`config.mk`:
```
export PLATFORM = sky130hd
export DESIGN_NAME = uart_tx_arbiter
export DESIGN_NICKNAME = d
export VERILOG_FILES = /design/src/rtl/uart_tx_arbiter.sv
export SDC_FILE = /design/constraint.sdc
export NUM_CORES = 1
export LEC_CHECK = 0
export ABC_AREA = 1
export CAP_MARGIN = 20
export CORE_ASPECT_RATIO = 0.5
export CORE_UTILIZATION = 40
export CTS_CLUSTER_DIAMETER = 80
export DETAILED_ROUTE_END_ITERATION = 6
export PLACE_DENSITY = 0.73
export SKIP_LAST_GASP = 1
export SYNTH_ARGS = -nofsm -noshare
export SYNTH_HDL_FRONTEND = slang
export SYNTH_SLANG_ARGS = --single-unit
```
`constraint.sdc`:
```
create_clock -name clock10M -period 2.2 [get_ports clock10M]
set_input_delay 0.44 -clock clock10M [delete_from_list [all_inputs] [get_ports clock10M]]
set_output_delay 0.44 -clock clock10M [all_outputs]
set_load 0.05 [all_outputs]
```
`src/rtl/uart_tx_arbiter.sv`:
```
// uart_tx_arbiter: round-robin arbiter that shares one UART txd line between NUM_PORTS
// byte-stream requesters. Each granted byte goes out as an 8N1 frame, LSB first, with
// dbr clocks per bit. A new grant needs the synchronized cts to be high.
// Optional build macro UART_TX_PARITY_EN adds an even-parity bit between data and stop.
module uart_tx_arbiter #(
  parameter int unsigned NUM_PORTS  = 2,
  parameter int unsigned DATA_WIDTH = 8,
  parameter int unsigned DBR_WIDTH  = 32
) (
  input  logic                            clock10M,
  input  logic                            reset,
  input  logic [NUM_PORTS-1:0]            req_valid,
  input  logic [NUM_PORTS*DATA_WIDTH-1:0] req_data,
  output logic [NUM_PORTS-1:0]            req_ready,
  input  logic [DBR_WIDTH-1:0]            dbr,
  input  logic                            cts,
  output logic                            txd,
  output logic [$clog2(NUM_PORTS)-1:0]    grant_id,
  output logic                            busy
);

  localparam int unsigned IdW  = $clog2(NUM_PORTS);
  localparam int unsigned BitW = $clog2(DATA_WIDTH);

`ifdef UART_TX_PARITY_EN
  typedef enum logic [2:0] {StIdle, StStart, StData, StParity, StStop} state_e;
`else
  typedef enum logic [1:0] {StIdle, StStart, StData, StStop} state_e;
`endif

  state_e                  state_q, state_d;
  logic                    cts_meta_q, cts_s_q;
  logic [IdW-1:0]          ptr_q, ptr_d;
  logic [IdW-1:0]          grant_q, grant_d;
  logic [DATA_WIDTH-1:0]   shreg_q, shreg_d;
  logic [DBR_WIDTH-1:0]    period_q, period_d;
  logic [DBR_WIDTH-1:0]    cnt_q, cnt_d;
  logic [BitW-1:0]         bitcnt_q, bitcnt_d;
`ifdef UART_TX_PARITY_EN
  logic                    parity_q, parity_d;
`endif

  logic                    found_hi, found_lo, arb_found;
  logic [IdW-1:0]          win_hi, win_lo, arb_win, ptr_next;
  logic [DATA_WIDTH-1:0]   arb_data;
  logic                    bit_done;
  logic                    grant_now;

  // Two-flop synchronizer for the asynchronous cts input
  always_ff @(posedge clock10M or negedge reset) begin
    if (!reset) begin
      cts_meta_q <= 1'b0;
      cts_s_q    <= 1'b0;
    end else begin
      cts_meta_q <= cts;
      cts_s_q    <= cts_meta_q;
    end
  end

  // Round-robin pick: first valid port at or above the pointer, else first valid overall
  always_comb begin
    found_hi = 1'b0;
    found_lo = 1'b0;
    win_hi   = '0;
    win_lo   = '0;
    for (int unsigned p = 0; p < NUM_PORTS; p++) begin
      if (!found_hi && req_valid[p] && (p >= 32'(ptr_q))) begin
        found_hi = 1'b1;
        win_hi   = IdW'(p);
      end
      if (!found_lo && req_valid[p]) begin
        found_lo = 1'b1;
        win_lo   = IdW'(p);
      end
    end
    arb_found = found_hi | found_lo;
    arb_win   = found_hi ? win_hi : win_lo;
    ptr_next  = (32'(arb_win) == NUM_PORTS - 1) ? '0 : arb_win + IdW'(1);
    arb_data  = '0;
    for (int unsigned p = 0; p < NUM_PORTS; p++) begin
      if (IdW'(p) == arb_win) begin
        arb_data = req_data[p*DATA_WIDTH +: DATA_WIDTH];
      end
    end
  end

  // Handshake strobe: only from IDLE with cts_s high, purely from req_valid/pointer/state
  always_comb begin
    grant_now = (state_q == StIdle) && cts_s_q && arb_found;
    req_ready = '0;
    if (grant_now) begin
      req_ready[arb_win] = 1'b1;
    end
  end

  // Next-state and datapath updates for the frame sequencer
  always_comb begin
    state_d  = state_q;
    ptr_d    = ptr_q;
    grant_d  = grant_q;
    shreg_d  = shreg_q;
    period_d = period_q;
    cnt_d    = cnt_q;
    bitcnt_d = bitcnt_q;
`ifdef UART_TX_PARITY_EN
    parity_d = parity_q;
`endif
    bit_done = (cnt_q == period_q - DBR_WIDTH'(1));

    // Bit-period counter runs 0..period-1 in every non-idle state
    if (state_q != StIdle) begin
      cnt_d = bit_done ? '0 : cnt_q + DBR_WIDTH'(1);
    end

    unique case (state_q)
      StIdle: begin
        if (grant_now) begin
          state_d  = StStart;
          grant_d  = arb_win;
          ptr_d    = ptr_next;
          shreg_d  = arb_data;
          period_d = (dbr == '0) ? DBR_WIDTH'(1) : dbr;
          cnt_d    = '0;
          bitcnt_d = '0;
`ifdef UART_TX_PARITY_EN
          parity_d = ^arb_data;
`endif
        end
      end
      StStart: begin
        if (bit_done) begin
          state_d = StData;
        end
      end
      StData: begin
        if (bit_done) begin
          shreg_d  = shreg_q >> 1;
          bitcnt_d = bitcnt_q + BitW'(1);
          if (bitcnt_q == BitW'(DATA_WIDTH - 1)) begin
`ifdef UART_TX_PARITY_EN
            state_d = StParity;
`else
            state_d = StStop;
`endif
          end
        end
      end
`ifdef UART_TX_PARITY_EN
      StParity: begin
        if (bit_done) begin
          state_d = StStop;
        end
      end
`endif
      StStop: begin
        if (bit_done) begin
          state_d = StIdle;
        end
      end
      default: begin
        state_d = StIdle;
      end
    endcase
  end

  // State and datapath registers; reset drops any in-flight byte
  always_ff @(posedge clock10M or negedge reset) begin
    if (!reset) begin
      state_q  <= StIdle;
      ptr_q    <= '0;
      grant_q  <= '0;
      shreg_q  <= '0;
      period_q <= '0;
      cnt_q    <= '0;
      bitcnt_q <= '0;
`ifdef UART_TX_PARITY_EN
      parity_q <= 1'b0;
`endif
    end else begin
      state_q  <= state_d;
      ptr_q    <= ptr_d;
      grant_q  <= grant_d;
      shreg_q  <= shreg_d;
      period_q <= period_d;
      cnt_q    <= cnt_d;
      bitcnt_q <= bitcnt_d;
`ifdef UART_TX_PARITY_EN
      parity_q <= parity_d;
`endif
    end
  end

  // Line driver decoded from state so async reset forces txd high immediately
  always_comb begin
    txd = 1'b1;
    unique case (state_q)
      StStart:  txd = 1'b0;
      StData:   txd = shreg_q[0];
`ifdef UART_TX_PARITY_EN
      StParity: txd = parity_q;
`endif
      default:  txd = 1'b1;
    endcase
    busy     = (state_q != StIdle);
    grant_id = grant_q;
  end

endmodule

```
==> run summary <==
result of the run: finished with violations
violated checks: setup timing
share of the clock period used by the worst path after layout: 1.09
Clock Skew: 0.0108 ns
number of vias in the routed layout: 6006
router iterations before antenna repair: 6
utilization of the core after routing: 0.569
fin. max-slew vios: 0
ratio of total power to cell area: 1220 mW/mm^2
Setup-failing EPs final: 43
met3 Resource Use GR: 0.0458
crit path launch type: flop
average routed wire per standard cell: 14.7 um
Max Fanout on Critical Path: 7
fin crit period: 2.40 ns
Synth-to-Final Area Change: 35.4%
Achievable Freq: 0.417 GHz
path category of the worst min-delay check: input port to asynchronous set/reset pin
CP max stage cell: sky130_fd_sc_hd__dfrtp_1
vias in the first global route: 5743
total half-perimeter wirelength after legalization and detailed placement: 12.9 mm
Max transition margin: 0.606
chip height: 87.3 um
core footprint: 0.0139 sq mm
number of CTS-inserted buffers: 9
Root Driver: sky130_fd_sc_hd__clkbuf_16
critical path type: flop to flop
required time at the worst-slack endpoint: 2.44 ns
most used flip-flop cell after synthesis: sky130_fd_sc_hd__dfrtp_1
hold-fix buffers at CTS: 0
endpoints failing hold: 0
maximum count of clock buffers along a single path: 2
fraction of registers with async set/reset: 1.00
final wirelength: 17.6 mm
post-synth cell types: 40
biggest cell delay along the critical path: 0.39 ns
Vias/cell: 5.02
final RePlAce weighted congestion: 0.938
full die area: 0.0151 sq mm
grt total ovfl: 0
portion of the post-synthesis area used by sequential elements: 0.349
Peak VDD IR: 0.489 mV
latest clock arrival within the worst-skew pair: 0.35 ns
maximum level of the CTS H-tree: 3
Non-Filler Instances: 1197
net count of the mapped netlist: 925
area of the mapped netlist: 0.00582 sq mm
final setup margin: -0.196 ns
final-layout fill cell count: 1248
DRC violation total after the first TritonRoute iteration: 488
largest net degree at the start of global routing: 58
global routing's busiest layer: met2
number of nets with antenna violations after detailed routing: 0
Worst Path Arrival: 2.64 ns
share of final-layout standard cells stronger than drive strength 1: 0.226
CP cell instances: inv_2 > buf_6 > nand3_4 > nor2_8 > nand2_4 > o21ai_2 > nand2_1 > nor2_2 > nand2_1 > nor2_2 > nand4_1 > buf_4 > buf_2 > nand4_1 > inv_1
number of enable-type register cells in the synthesized netlist: 0
number of cells produced by synthesis: 864
standby leakage power: 4.13 nW
count of nets after finishing: 1061
width of the chip: 173 um
final routed DRC violation total: 0
synthesized flop and latch total: 81
num rows: 30
actual slew at the worst max-slew pin: 0.586 ns
met1 track demand over resource: 0.323
yosys synthesis warning count: 0
Cells after DPL: 1163
number of clock sinks: 81
global routing usage summed across all routing layers: 0.235
global-route wire length before repair: 27.8 mm
Synth Area per Inst: 6.73 sq um
count of boundary I/O pins: 58
number of inserted diodes: 0
# port buffers: 57
initial standard-cell utilization of the core: 0.420
clock-pin slew reported for the worst setup and hold paths after clock tree synthesis: 0.07 ns
number of antenna violations at the first check in global routing: 0
number of maximum-capacitance constraint violations: 0
TritonCTS clock tree: done
endpoint type of the worst setup path: flop
met2 Resource Use GR: 0.377
RSZ-0062 raised after global routing: true
post-placement worst setup slack: -0.205 ns
-- cells in the final DEF (no fill, tap or decap), types with 8 or more instances in the layout --
cell type,instances
sky130_fd_sc_hd__nand2_1,277
sky130_fd_sc_hd__inv_1,99
sky130_fd_sc_hd__nor2_1,85
sky130_fd_sc_hd__dfrtp_1,80
sky130_fd_sc_hd__buf_4,77
sky130_fd_sc_hd__clkdlybuf4s50_1,52
sky130_fd_sc_hd__nand3_1,39
sky130_fd_sc_hd__xor2_1,30
sky130_fd_sc_hd__nor2_2,29
sky130_fd_sc_hd__nand4_1,26
sky130_fd_sc_hd__o21ai_0,24
sky130_fd_sc_hd__nand2_2,21
sky130_fd_sc_hd__xnor2_1,16
sky130_fd_sc_hd__o21ai_2,14
sky130_fd_sc_hd__nor4_1,14
sky130_fd_sc_hd__inv_2,11
sky130_fd_sc_hd__clkbuf_16,11
sky130_fd_sc_hd__nand2_4,10
sky130_fd_sc_hd__nor2_4,10
sky130_fd_sc_hd__nand3b_1,8
sky130_fd_sc_hd__nand3_2,8
-- synthesized netlist by cell type (3+ instances only) --
library cell | n | area [sq um]
sky130_fd_sc_hd__nor2_1 | 108 | 405
sky130_fd_sc_hd__a21oi_1 | 4 | 20.0
sky130_fd_sc_hd__nand4_1 | 26 | 163
sky130_fd_sc_hd__nand2_1 | 291 | 1090
sky130_fd_sc_hd__o21ai_2 | 11 | 96.3
sky130_fd_sc_hd__o21ai_1 | 3 | 15.0
sky130_fd_sc_hd__or2_2 | 4 | 25.0
sky130_fd_sc_hd__xnor2_1 | 16 | 140
sky130_fd_sc_hd__nor3_1 | 7 | 35.0
sky130_fd_sc_hd__buf_2 | 3 | 15.0
sky130_fd_sc_hd__nor2_2 | 10 | 62.6
sky130_fd_sc_hd__dfrtp_1 | 81 | 2030
sky130_fd_sc_hd__ha_1 | 8 | 100
sky130_fd_sc_hd__nand3b_1 | 8 | 60.1
sky130_fd_sc_hd__and2_1 | 3 | 18.8
sky130_fd_sc_hd__nor2_4 | 5 | 56.3
sky130_fd_sc_hd__o21ai_0 | 26 | 130
sky130_fd_sc_hd__nor4_1 | 14 | 87.6
sky130_fd_sc_hd__clkbuf_1 | 14 | 52.6
sky130_fd_sc_hd__inv_2 | 5 | 18.8
sky130_fd_sc_hd__nand2_4 | 4 | 45.0
sky130_fd_sc_hd__xor2_1 | 30 | 263
sky130_fd_sc_hd__inv_1 | 104 | 390
sky130_fd_sc_hd__nand2_2 | 13 | 81.3
sky130_fd_sc_hd__nand3_1 | 45 | 225
-- metal layers --
layer,wire [um],part of all wire
met5,0,0
met4,218,0.012
met3,1430,0.081
met2,7730,0.44
met1,8210,0.47
-- cell type report --
type	count	area, sq um	share of cell area
Multi-Input combinational cell	650	3490	0.443
Clock inverter	6	96.3	0.0122
Tap cell	192	240	0.0305
Clock buffer	10	239	0.0303
Timing Repair Buffer	146	1360	0.173
Sequential cell	81	2030	0.258
Inverter	112	423	0.0537
-- logic make-up (layout without fill, tap and decap cells) --
| group | after synthesis | after routing | share of synthesized area |
|---|---|---|---|
| DFF | 81 | 81 | 0.349 |
| AOI/OAI and AO/OA | 52 | 52 | 0.0562 |
| and+or+nand+nor | 543 | 544 | 0.419 |
| buffers and inverters | 134 | 274 | 0.0901 |
| xor gates and xnor gates | 46 | 46 | 0.0693 |
| adders and majority gates | 8 | 8 | 0.0172 |
-- sequential cells by signal (all words and copies together), names as in the netlist --
name / cells
bitcnt_q: 3
cnt_q: 32
cts_meta_q: 1
cts_s_q: 1
grant_id: 1
period_q: 32
ptr_q: 1
shreg_q: 8
state_q: 2
-- through the flow --
stage	area [sq um]	TNS, ns	total power, mW	hold WS [ns]
2_1_floorplan	5820	0	5.37	0.144
3_3_place_gp	7120	-1.36	7.01	0.335
3_5_place_dp	7120	-3.78	7.12	0.336
4_1_cts	7570	-1.20	9.02	0.0505
5_1_grt	7880	-13.82	10.2	0.0754
6_report	7880	-6.91	9.58	0.0331
-- power by group --
part	total, mW	switching, mW	internal (mW)
registers	2.48	0.540	1.94
clock network	1.72	0.675	1.04
logic	5.39	3.05	2.33
total	9.58	4.27	5.31
-- worst paths after layout --
kind                                         start                        to  slack (ns)  cells after the start
min in group clock10M         cts_meta_q$_DFF_PN0_         cts_s_q$_DFF_PN0_        0.35                      0
setup reg to reg           period_q[0]$_DFFE_PN0P_       cnt_q[18]$_DFF_PN0_       -0.20                     15
hold reg to reg               cts_meta_q$_DFF_PN0_         cts_s_q$_DFF_PN0_        0.35                      0
max in group asynchronous                    reset  period_q[19]$_DFFE_PN0P_        1.52                      2
hold / removal                               reset       cnt_q[15]$_DFF_PN0_        0.03                      1
setup / recovery           period_q[0]$_DFFE_PN0P_       cnt_q[18]$_DFF_PN0_       -0.20                     15
-- worst max-delay path: cells and delay by family, from the launching register on --
family,cells,cell delay (ns)
and+or+nand+nor,9,1.18
buffers and inverters,5,0.59
DFF,1,0.39
AOI/OAI and AO/OA,1,0.13
-- repair_timing --
item	CTS	global route
cloned	0	5
setup buffers	4	10
pin swaps	7	14
setup endpoints to repair	45	48
gates resized for setup	23	55
No activity file was read; power rests on OpenSTA's default activity.
